==> config.mk <==
export PLATFORM = sky130hd
export DESIGN_NAME = ex_mem_wb_pipe
export DESIGN_NICKNAME = d
export VERILOG_FILES = /design/src/rtl/ex_mem_wb_pipe.sv
export SDC_FILE = /design/constraint.sdc
export NUM_CORES = 1
export LEC_CHECK = 0
export ABC_CLOCK_PERIOD_IN_PS = 1300
export CAP_MARGIN = 20
export CORE_ASPECT_RATIO = 1.75
export CORE_UTILIZATION = 41
export DETAILED_ROUTE_END_ITERATION = 8
export PLACE_DENSITY = 0.8
export SYNTH_ARGS = -nofsm -noshare
export SYNTH_HDL_FRONTEND = slang
export SYNTH_SLANG_ARGS = --single-unit
==> constraint.sdc <==
create_clock -name clk -period 1.3 [get_ports clk]
set_input_delay 0.13 -clock clk [delete_from_list [all_inputs] [get_ports clk]]
set_output_delay 0.13 -clock clk [all_outputs]
set_load 0.03 [all_outputs]
==> src/rtl/ex_mem_wb_pipe.sv <==
// ex_mem_wb_pipe: EX/MEM and MEM/WB pipeline registers of the MIPS core.
// Feeds the forwarding unit (next_rd/data1 one stage ahead, next_next_rd/data2
// two stages ahead) and drives the register-file write port.
// Optional feature macro: LOAD_USE_DET_EN (load-use hazard detection toward ID).
module ex_mem_wb_pipe #(
    parameter int DATA_W = 32,
    parameter int REG_W  = 5
) (
    input  logic              clk,
    input  logic              rst_n,
    input  logic              hold,
    input  logic              flush,
    input  logic              ex_valid,
    input  logic              ex_regwrite,
    input  logic              ex_memread,
    input  logic [REG_W-1:0]  ex_rd,
    input  logic [DATA_W-1:0] ex_result,
    input  logic [DATA_W-1:0] mem_rdata,
    input  logic [REG_W-1:0]  id_rs,
    input  logic [REG_W-1:0]  id_rt,
    output logic [REG_W-1:0]  next_rd,
    output logic              next_is_load,
    output logic [DATA_W-1:0] data1,
    output logic [REG_W-1:0]  next_next_rd,
    output logic [DATA_W-1:0] data2,
    output logic              wb_we,
    output logic              load_use_stall
);

    localparam logic [REG_W-1:0]  RD_ZERO   = {REG_W{1'b0}};
    localparam logic [DATA_W-1:0] DATA_ZERO = {DATA_W{1'b0}};

    // EX/MEM stage state
    logic              exm_valid_q, exm_valid_d;
    logic              exm_regwrite_q, exm_regwrite_d;
    logic              exm_memread_q, exm_memread_d;
    logic [REG_W-1:0]  exm_rd_q, exm_rd_d;
    logic [DATA_W-1:0] exm_result_q, exm_result_d;

    // MEM/WB stage state; mwb_wr_q already folds valid & regwrite together
    logic              mwb_wr_q, mwb_wr_d;
    logic [REG_W-1:0]  mwb_rd_q, mwb_rd_d;
    logic [DATA_W-1:0] mwb_data_q, mwb_data_d;

    // Next-state selection: hold beats flush, flush only bubbles EX/MEM
    always_comb begin
        exm_valid_d    = exm_valid_q;
        exm_regwrite_d = exm_regwrite_q;
        exm_memread_d  = exm_memread_q;
        exm_rd_d       = exm_rd_q;
        exm_result_d   = exm_result_q;
        mwb_wr_d       = mwb_wr_q;
        mwb_rd_d       = mwb_rd_q;
        mwb_data_d     = mwb_data_q;
        if (hold) begin
            exm_valid_d = exm_valid_q;
        end else begin
            if (flush) begin
                exm_valid_d    = 1'b0;
                exm_regwrite_d = 1'b0;
                exm_memread_d  = 1'b0;
                exm_rd_d       = RD_ZERO;
                exm_result_d   = DATA_ZERO;
            end else begin
                exm_valid_d    = ex_valid;
                exm_regwrite_d = ex_regwrite;
                exm_memread_d  = ex_memread;
                exm_rd_d       = ex_rd;
                exm_result_d   = ex_result;
            end
            mwb_wr_d = exm_valid_q & exm_regwrite_q;
            mwb_rd_d = exm_rd_q;
            if (exm_memread_q) begin
                mwb_data_d = mem_rdata;
            end else begin
                mwb_data_d = exm_result_q;
            end
        end
    end

    // Pipeline state registers; reset discards both stages immediately
    always_ff @(posedge clk or negedge rst_n) begin
        if (!rst_n) begin
            exm_valid_q    <= 1'b0;
            exm_regwrite_q <= 1'b0;
            exm_memread_q  <= 1'b0;
            exm_rd_q       <= RD_ZERO;
            exm_result_q   <= DATA_ZERO;
            mwb_wr_q       <= 1'b0;
            mwb_rd_q       <= RD_ZERO;
            mwb_data_q     <= DATA_ZERO;
        end else begin
            exm_valid_q    <= exm_valid_d;
            exm_regwrite_q <= exm_regwrite_d;
            exm_memread_q  <= exm_memread_d;
            exm_rd_q       <= exm_rd_d;
            exm_result_q   <= exm_result_d;
            mwb_wr_q       <= mwb_wr_d;
            mwb_rd_q       <= mwb_rd_d;
            mwb_data_q     <= mwb_data_d;
        end
    end

    // Forwarding and writeback outputs; $0 is never a forwarding source
    always_comb begin
        next_rd      = RD_ZERO;
        next_next_rd = RD_ZERO;
        if (exm_valid_q && exm_regwrite_q && (exm_rd_q != RD_ZERO)) begin
            next_rd = exm_rd_q;
        end else begin
            next_rd = RD_ZERO;
        end
        if (mwb_wr_q && (mwb_rd_q != RD_ZERO)) begin
            next_next_rd = mwb_rd_q;
        end else begin
            next_next_rd = RD_ZERO;
        end
        wb_we        = mwb_wr_q & (mwb_rd_q != RD_ZERO);
        next_is_load = exm_valid_q & exm_memread_q;
        data1        = exm_result_q;
        data2        = mwb_data_q;
    end

`ifdef LOAD_USE_DET_EN
    // Load in EX whose destination is a source of the ID instruction; quiet during reset
    always_comb begin
        load_use_stall = 1'b0;
        if (rst_n && ex_valid && ex_memread && ex_regwrite && (ex_rd != RD_ZERO)
            && ((ex_rd == id_rs) || (ex_rd == id_rt))) begin
            load_use_stall = 1'b1;
        end else begin
            load_use_stall = 1'b0;
        end
    end
`else
    // Hazard handled in software; ID source registers are not observed
    logic unused_id_regs_s;
    assign unused_id_regs_s = ^{id_rs, id_rt};
    assign load_use_stall   = 1'b0;
`endif

endmodule

==> results of run 1 <==
## Yosys cell counts
master | count | area (um2)
and3_1 | 5 | 31.3
and2_2 | 1 | 7.51
mux2i_1 | 32 | 320
clkbuf_1 | 8 | 30.0
nand2b_1 | 39 | 244
o21ai_0 | 17 | 85.1
conb_1 | 1 | 3.75
o21a_1 | 1 | 7.51
dfrtp_1 | 78 | 1950
mux2_2 | 2 | 22.5
buf_2 | 12 | 60.1
nor2_1 | 1 | 3.75
o21ai_1 | 55 | 275
nand2_1 | 73 | 274
buf_4 | 5 | 37.5
or4_1 | 1 | 7.51
buf_1 | 1 | 3.75
and2_1 | 5 | 31.3
mux2_1 | 3 | 33.8
a22o_1 | 1 | 8.76
## flip-flops by register name (all words and copies together), names as in the netlist
register	flops
exm_memread_q	1
data1	32
mwb_rd_q	5
data2	32
exm_regwrite_q	1
exm_valid_q	1
exm_rd_q	5
mwb_wr_q	1
## critical path, delay by kind of cell (launching register included)
family	cells	cell delay, ns
buffers and inverters	1	0.14
DFF	1	0.39
AOI/OAI and AO/OA	1	0.20
and+or+nand+nor	1	0.55
## where the power goes
part / switching (W) / leakage (nW) / internal, W
sequential: 0.000153 / 1.01 / 0.00267
combinational: 0.000880 / 1.37 / 0.000657
clock: 0.000937 / 0.155 / 0.00170
## layer usage
metal / vias up / global-route usage / routed length (um)
met1: 1335 / 0.233 / 3410
met3: 27 / 0.0407 / 416
met5: - / 0 / 0
met2: 101 / 0.390 / 5020
met4: 0 / 0.134 / 358
li1: 1441 / - / -
## kinds of logic after synthesis
family          count (synthesis)  synth area share
compound gates                 74             0.109
flops                          78             0.567
simple gates                  125             0.174
mux                            37             0.109
buf+inv                        26            0.0382
other cells                     1           0.00109
## metrics by stage
step	cells	hold WS [ns]	TNS, ns	cell area, um2
6_report	588	0.217	-0.484	5390
5_1_grt	588	0.237	-0.566	5390
4_1_cts	587	0.216	-0.390	5340
3_5_place_dp	567	0.0203	-0.482	5050
3_3_place_gp	567	0.0127	-0.456	5050
2_1_floorplan	341	-0.166	0	3440
## repair_timing
action                                  4_1_cts  5_1_grt
hold buffers                                  1        0
gates cloned                                  0        0
setup buffers                                 3        1
endpoints found under the setup margin       71       15
resized for setup                            77       15
hold endpoints to repair                     61        0
## path summary, 6_finish.rpt
check | endpoint | slack [ns] | cells after the start
setup / recovery | wb_we | -0.44 | 3
hold / removal | data2[13] | 0.22 | 2
setup reg to reg | data2[6] | 0.16 | 3
hold reg to reg | data2[4] | 0.48 | 2
max in group asynchronous | data1[7] | 0.56 | 3
min in group clk | data1[14] | 0.25 | 3
## cell type report
type                            instances  share of cell area
Sequential cell                        78               0.363
Clock buffer                           14              0.0527
Clock inverter                          2             0.00697
Timing Repair Buffer                  167               0.300
Multi-Input combinational cell        237               0.256
Tap cell                               90              0.0209
==> reports/results.tsv, run 1 <==
stage	metric	value	unit
route	ANT nets after route	0	
setup_path	Worst Setup SP	mwb_rd_q[1]	
setup_path	arrival time at the worst endpoint	1.61	ns
sta	Max Clk Rate	0.576	GHz
clocking	H-tree depth	3	
yosys	Net Count, Synth	427	
floorplan	Die Width	71.2	um
cells_and_area	fill cell count	652	
placed_design	Routability Congestion	0.833	
yosys	sequential share of the synthesized area	0.567	
floorplan	die height	123	um
setup_path	Setup crit start kind	flip-flop	
setup_path	Critical Path, Cell by Cell	or4_1 > o21a_1 > buf_6	
setup_path	Crit. End Element	output pin	
power_and_ir_drop	P_leak	2.54	nW
setup_path	Crit Path Max Fanout	2	
cells_and_area	layout net count	579	
clocking	maximum root-to-sink buffer count	2	
global_routing	Tot GR Track Use	0.217	
setup_path	slowest CP cell	or4_1	
sta	Fin Clk Skew	0.00517	ns
yosys	Mapped Area	3440	um2
placed_design	dpl hpwl	6680	um
route	DRT Pass-1 Iters	7	
clocking	clk slew on worst S/H paths	0.06	ns
setup_path	R2R Path Start	exm_memread_q	
setup_path	Worst path max stage delay	0.55	ns
status	status	complete, but fails checks	
cells_and_area	Final Util	0.672	
worst_hold_path	Hold Crit Class	input port to asynchronous set/reset pin	
cells_and_area	register area	1960	um2
global_routing	initial antenna violation count	0	
power_and_ir_drop	pwr dens	1300	nW/um2
floorplan	Rows	43	
global_routing	global-route wire length before repair	14400	um
route	wire length per cell	15.7	um
floorplan	full die area	8770	um2
cells_and_area	Multi-input gate area	1380	um2
sta	Setup violations, final	2	
cells_and_area	area delta synth->final	56.6	%
sta	fin crit period	1.74	ns
clocking	worst-skew pair later-pin latency	0.33	ns
clocking	Sink Count	78	
sta	final hold viol count	0	
floorplan	Initial Util	0.429	
route	vias per std cell	4.94	
cells_and_area	most frequent cells in the layout	dfrtp_1 (75), nand2_1 (73), clkdlybuf4s50_1 (73)	
route	DRT iter0 DRCs	152	
setup_path	crit path kind	flip-flop to output pin	
clocking	Root Driver	clkbuf_16	
flow_run	MaxCap Viol Count	0	
power_and_ir_drop	peak supply drop	763	uV
power_and_ir_drop	Pwr Total	0.00699	W
clocking	TritonCTS Buffers	9	
sta	period utilisation layout	1.33	
floorplan	core area	8020	um2
route	# DRC	9	
yosys	Synth Warn #	0	
floorplan	I/O pin total	163	
sta	Max Slew Vio Count	0	
yosys	Mapped Cells	341	
placed_design	post-placement worst setup slack	-0.482	ns
global_routing	GR Overflow Total	0	
route	vias	2904	
sta	RSZ-0062 raised after global routing	true	
sta	final worst setup slack	-0.435	ns
yosys	Mapped Avg Cell Area	10.1	um2
cells_and_area	Diodes inserted	0	
cells_and_area	share of cells above drive strength 1	0.112	
clocking	CTS tree	done	
yosys	Synth Register Bits	78	
status	violated checks	DRC, setup timing	
route	final wirelength	9210	um
yosys	Synth cell types	20	
cells_and_area	most common cell after layout, fill and taps aside	dfrtp_1	
placed_design	port bufs	151	
global_routing	vias in the first global route	3027	
setup_path	worst path required time	1.17	ns
global_routing	largest net degree at the start of global routing	53	
Power figures use the tool's default switching activity.
==> run 2: changes to the inputs <==
Settings changed: CORE_MARGIN from default to 4.
==> reports/results.tsv, run 2 (synthesis results as in run 1) <==
stage	metric	value	unit	change
status	status	complete, but fails checks		
status	violated checks	setup timing		
clocking	CTS tree	done		
placed_design	dpl cell area	5090	um2	+0.84%
cells_and_area	area delta synth->final	57.8	%	
setup_path	R2R Path Start	exm_memread_q		
clocking	Sink Count	78		unchanged
setup_path	crit path kind	flip-flop to output pin		
sta	final worst setup slack	-0.373	ns	+0.0622 ns
power_and_ir_drop	combinational share of power	0.230		+0.010
setup_path	reg-to-reg endpoint	data2[28]		
clocking	worst-skew pair later-pin latency	0.33	ns	about the same
placed_design	port bufs	151		unchanged
setup_path	Crit Path Max Fanout	2		unchanged
global_routing	vias in the first global route	2975		-1.7%
global_routing	GR Overflow Total	0		unchanged
power_and_ir_drop	peak supply drop	709	uV	-7.1%
cells_and_area	final std cells w/o fill	594		+1.0%
clocking	H-tree depth	3		unchanged
power_and_ir_drop	P_leak	2.54	nW	+0.34%
clocking	TritonCTS Buffers	9		unchanged
sta	Worst Hold Slack	0.162	ns	-0.0545 ns
global_routing	initial antenna violation count	0		unchanged
clocking	Root Driver	clkbuf_16		
worst_hold_path	Hold Crit Class	input port to asynchronous set/reset pin		
route	DRT Pass-1 Iters	4		-3
setup_path	slowest CP cell	or4_1		
route	DRT iter0 DRCs	99		-35%
cells_and_area	layout net count	584		+0.86%
sta	Max Slew Vio Count	0		unchanged
sta	RSZ-0062 raised after global routing	true		
cells_and_area	fin area	5430	um2	+0.77%
setup_path	arrival time at the worst endpoint	1.54	ns	-0.07 ns
cells_and_area	fill cell count	673		+3.2%
power_and_ir_drop	Flop pwr share	0.416		+0.012
placed_design	Cells after DPL	573		+1.1%
route	# DRC	0		-9
floorplan	Rows	44		+2.3%
flow_run	MaxCap Viol Count	0		unchanged
route	vias per std cell	4.91		-0.53%
cells_and_area	most common cell after layout, fill and taps aside	dfrtp_1		
setup_path	Worst path max stage delay	0.51	ns	-0.04 ns
power_and_ir_drop	P_int	0.00488	W	-2.8%
sta	final hold viol count	0		unchanged
sta	fin crit period	1.67	ns	-0.0622 ns
route	ANT nets after route	0		unchanged
setup_path	worst path required time	1.17	ns	about the same
power_and_ir_drop	switching share of total power	0.282		about the same
setup_path	Critical Path, Cell by Cell	or4_1 > o21a_1 > buf_6		
sta	Max Clk Rate	0.598	GHz	+3.7%
cells_and_area	register area	1960	um2	unchanged
cells_and_area	most frequent cells in the layout	dfrtp_1 (75), nand2_1 (73), clkdlybuf4s50_1 (73)		
route	vias	2918		+0.48%
power_and_ir_drop	Pwr Total	0.00680	W	-2.8%
floorplan	die height	129	um	+4.9%
floorplan	full die area	9980	um2	+14%
power_and_ir_drop	pwr dens	1250	nW/um2	-3.5%
global_routing	largest net degree at the start of global routing	52		-1.9%
cells_and_area	Multi-input gate area	1390	um2	+0.91%
setup_path	setup slack, reg-to-reg	0.11	ns	-0.05 ns
sta	Setup violations, final	2		unchanged
setup_path	Crit path max-delay family	simple AND/OR/NAND/NOR gates		
setup_path	Crit. End Element	output pin		
floorplan	Die Width	77.2	um	+8.4%
clocking	clk slew on worst S/H paths	0.06	ns	about the same
global_routing	Tot GR Track Use	0.188		-0.0291
floorplan	core area	8260	um2	+3.0%
placed_design	dpl hpwl	6880	um	+3.0%
route	wire length per cell	15.5	um	-0.91%
power_and_ir_drop	switching component of the power	0.00191	W	-2.9%
setup_path	length in cells of the worst reg-to-reg path	4		+1
cells_and_area	Diodes inserted	0		unchanged
cells_and_area	share of cells above drive strength 1	0.122		+0.00906
floorplan	Initial Util	0.417		-0.0125
power_and_ir_drop	clock share of power	0.355		-0.022
setup_path	Setup crit start kind	flip-flop		
floorplan	I/O pin total	163		unchanged
clocking	maximum root-to-sink buffer count	2		unchanged
global_routing	global-route wire length before repair	14500	um	+0.62%
sta	period utilisation layout	1.29		-0.0478
route	final wirelength	9220	um	about the same
placed_design	Routability Congestion	0.791		-5.1%
sta	Fin Clk Skew	0.00422	ns	-0.000952 ns
setup_path	worst path buffer plus inverter count	1		unchanged
run 2: stage by stage:
stage          utilization  setup slack, ns  TNS [ns]
5_1_grt              0.657           -0.433    -0.495
6_report             0.657           -0.373    -0.401
3_5_place_dp         0.616           -0.489    -0.489
4_1_cts              0.648           -0.388    -0.388
2_1_floorplan            -           0.0311         0
3_3_place_gp         0.616           -0.469    -0.469
run 2: layout make-up:
class,count,area share
Sequential cell,78,0.360
Timing Repair Buffer,172,0.310
Multi-Input combinational cell,237,0.256
Clock buffer,14,0.0468
Tap cell,92,0.0212
Clock inverter,1,0.00553
run 2: power groups by stage:
stage | clock network (W) | logic [W] | registers, W
finish | 0.00241 | 0.00156 | 0.00283
floorplan | 0 | 0.000429 | 0.00325
global route | 0.00256 | 0.00168 | 0.00286
global placement | 0 | 0.00166 | 0.00286
CTS | 0.00246 | 0.00157 | 0.00282
detailed placement | 0 | 0.00168 | 0.00287
run 2: how the worst max path moves through the flow:
stage | from | to | slack, ns | cells past startpoint
finish | mwb_rd_q[1] | wb_we | -0.37 | 3
global route | mwb_rd_q[1] | wb_we | -0.43 | 3
CTS | mwb_rd_q[1] | wb_we | -0.39 | 3
detailed placement | mwb_rd_q[1] | wb_we | -0.49 | 3
global placement | mwb_rd_q[1] | wb_we | -0.47 | 3
floorplan | mwb_rd_q[1] | wb_we | 0.03 | 2
run 2: routing by layer:
| metal | GRT usage | up-vias | wire, um | part of all wire |
|---|---|---|---|---|
| met2 | 0.345 | 94 | 5100 | 0.55 |
| met1 | 0.194 | 1357 | 3330 | 0.36 |
| met4 | 0.102 | 0 | 346 | 0.038 |
| li1 | - | 1444 | - | - |
| met5 | 0 | - | 0 | 0 |
| met3 | 0.0487 | 23 | 442 | 0.048 |
run 2: timing repair:
item,in CTS,in global routing
hold endpoints to repair,78,0
pin swaps,0,3
gates resized for setup,75,23
hold buffers,1,0
setup buffers,4,1
setup endpoints to repair,71,14
==> run 3: changes to the inputs <==
Settings changed: CAP_MARGIN 20 to 25, CTS_CLUSTER_DIAMETER from default to 50.
==> results of run 3 <==
The final DEF is identical to that of run 2; final timing and power are the same.
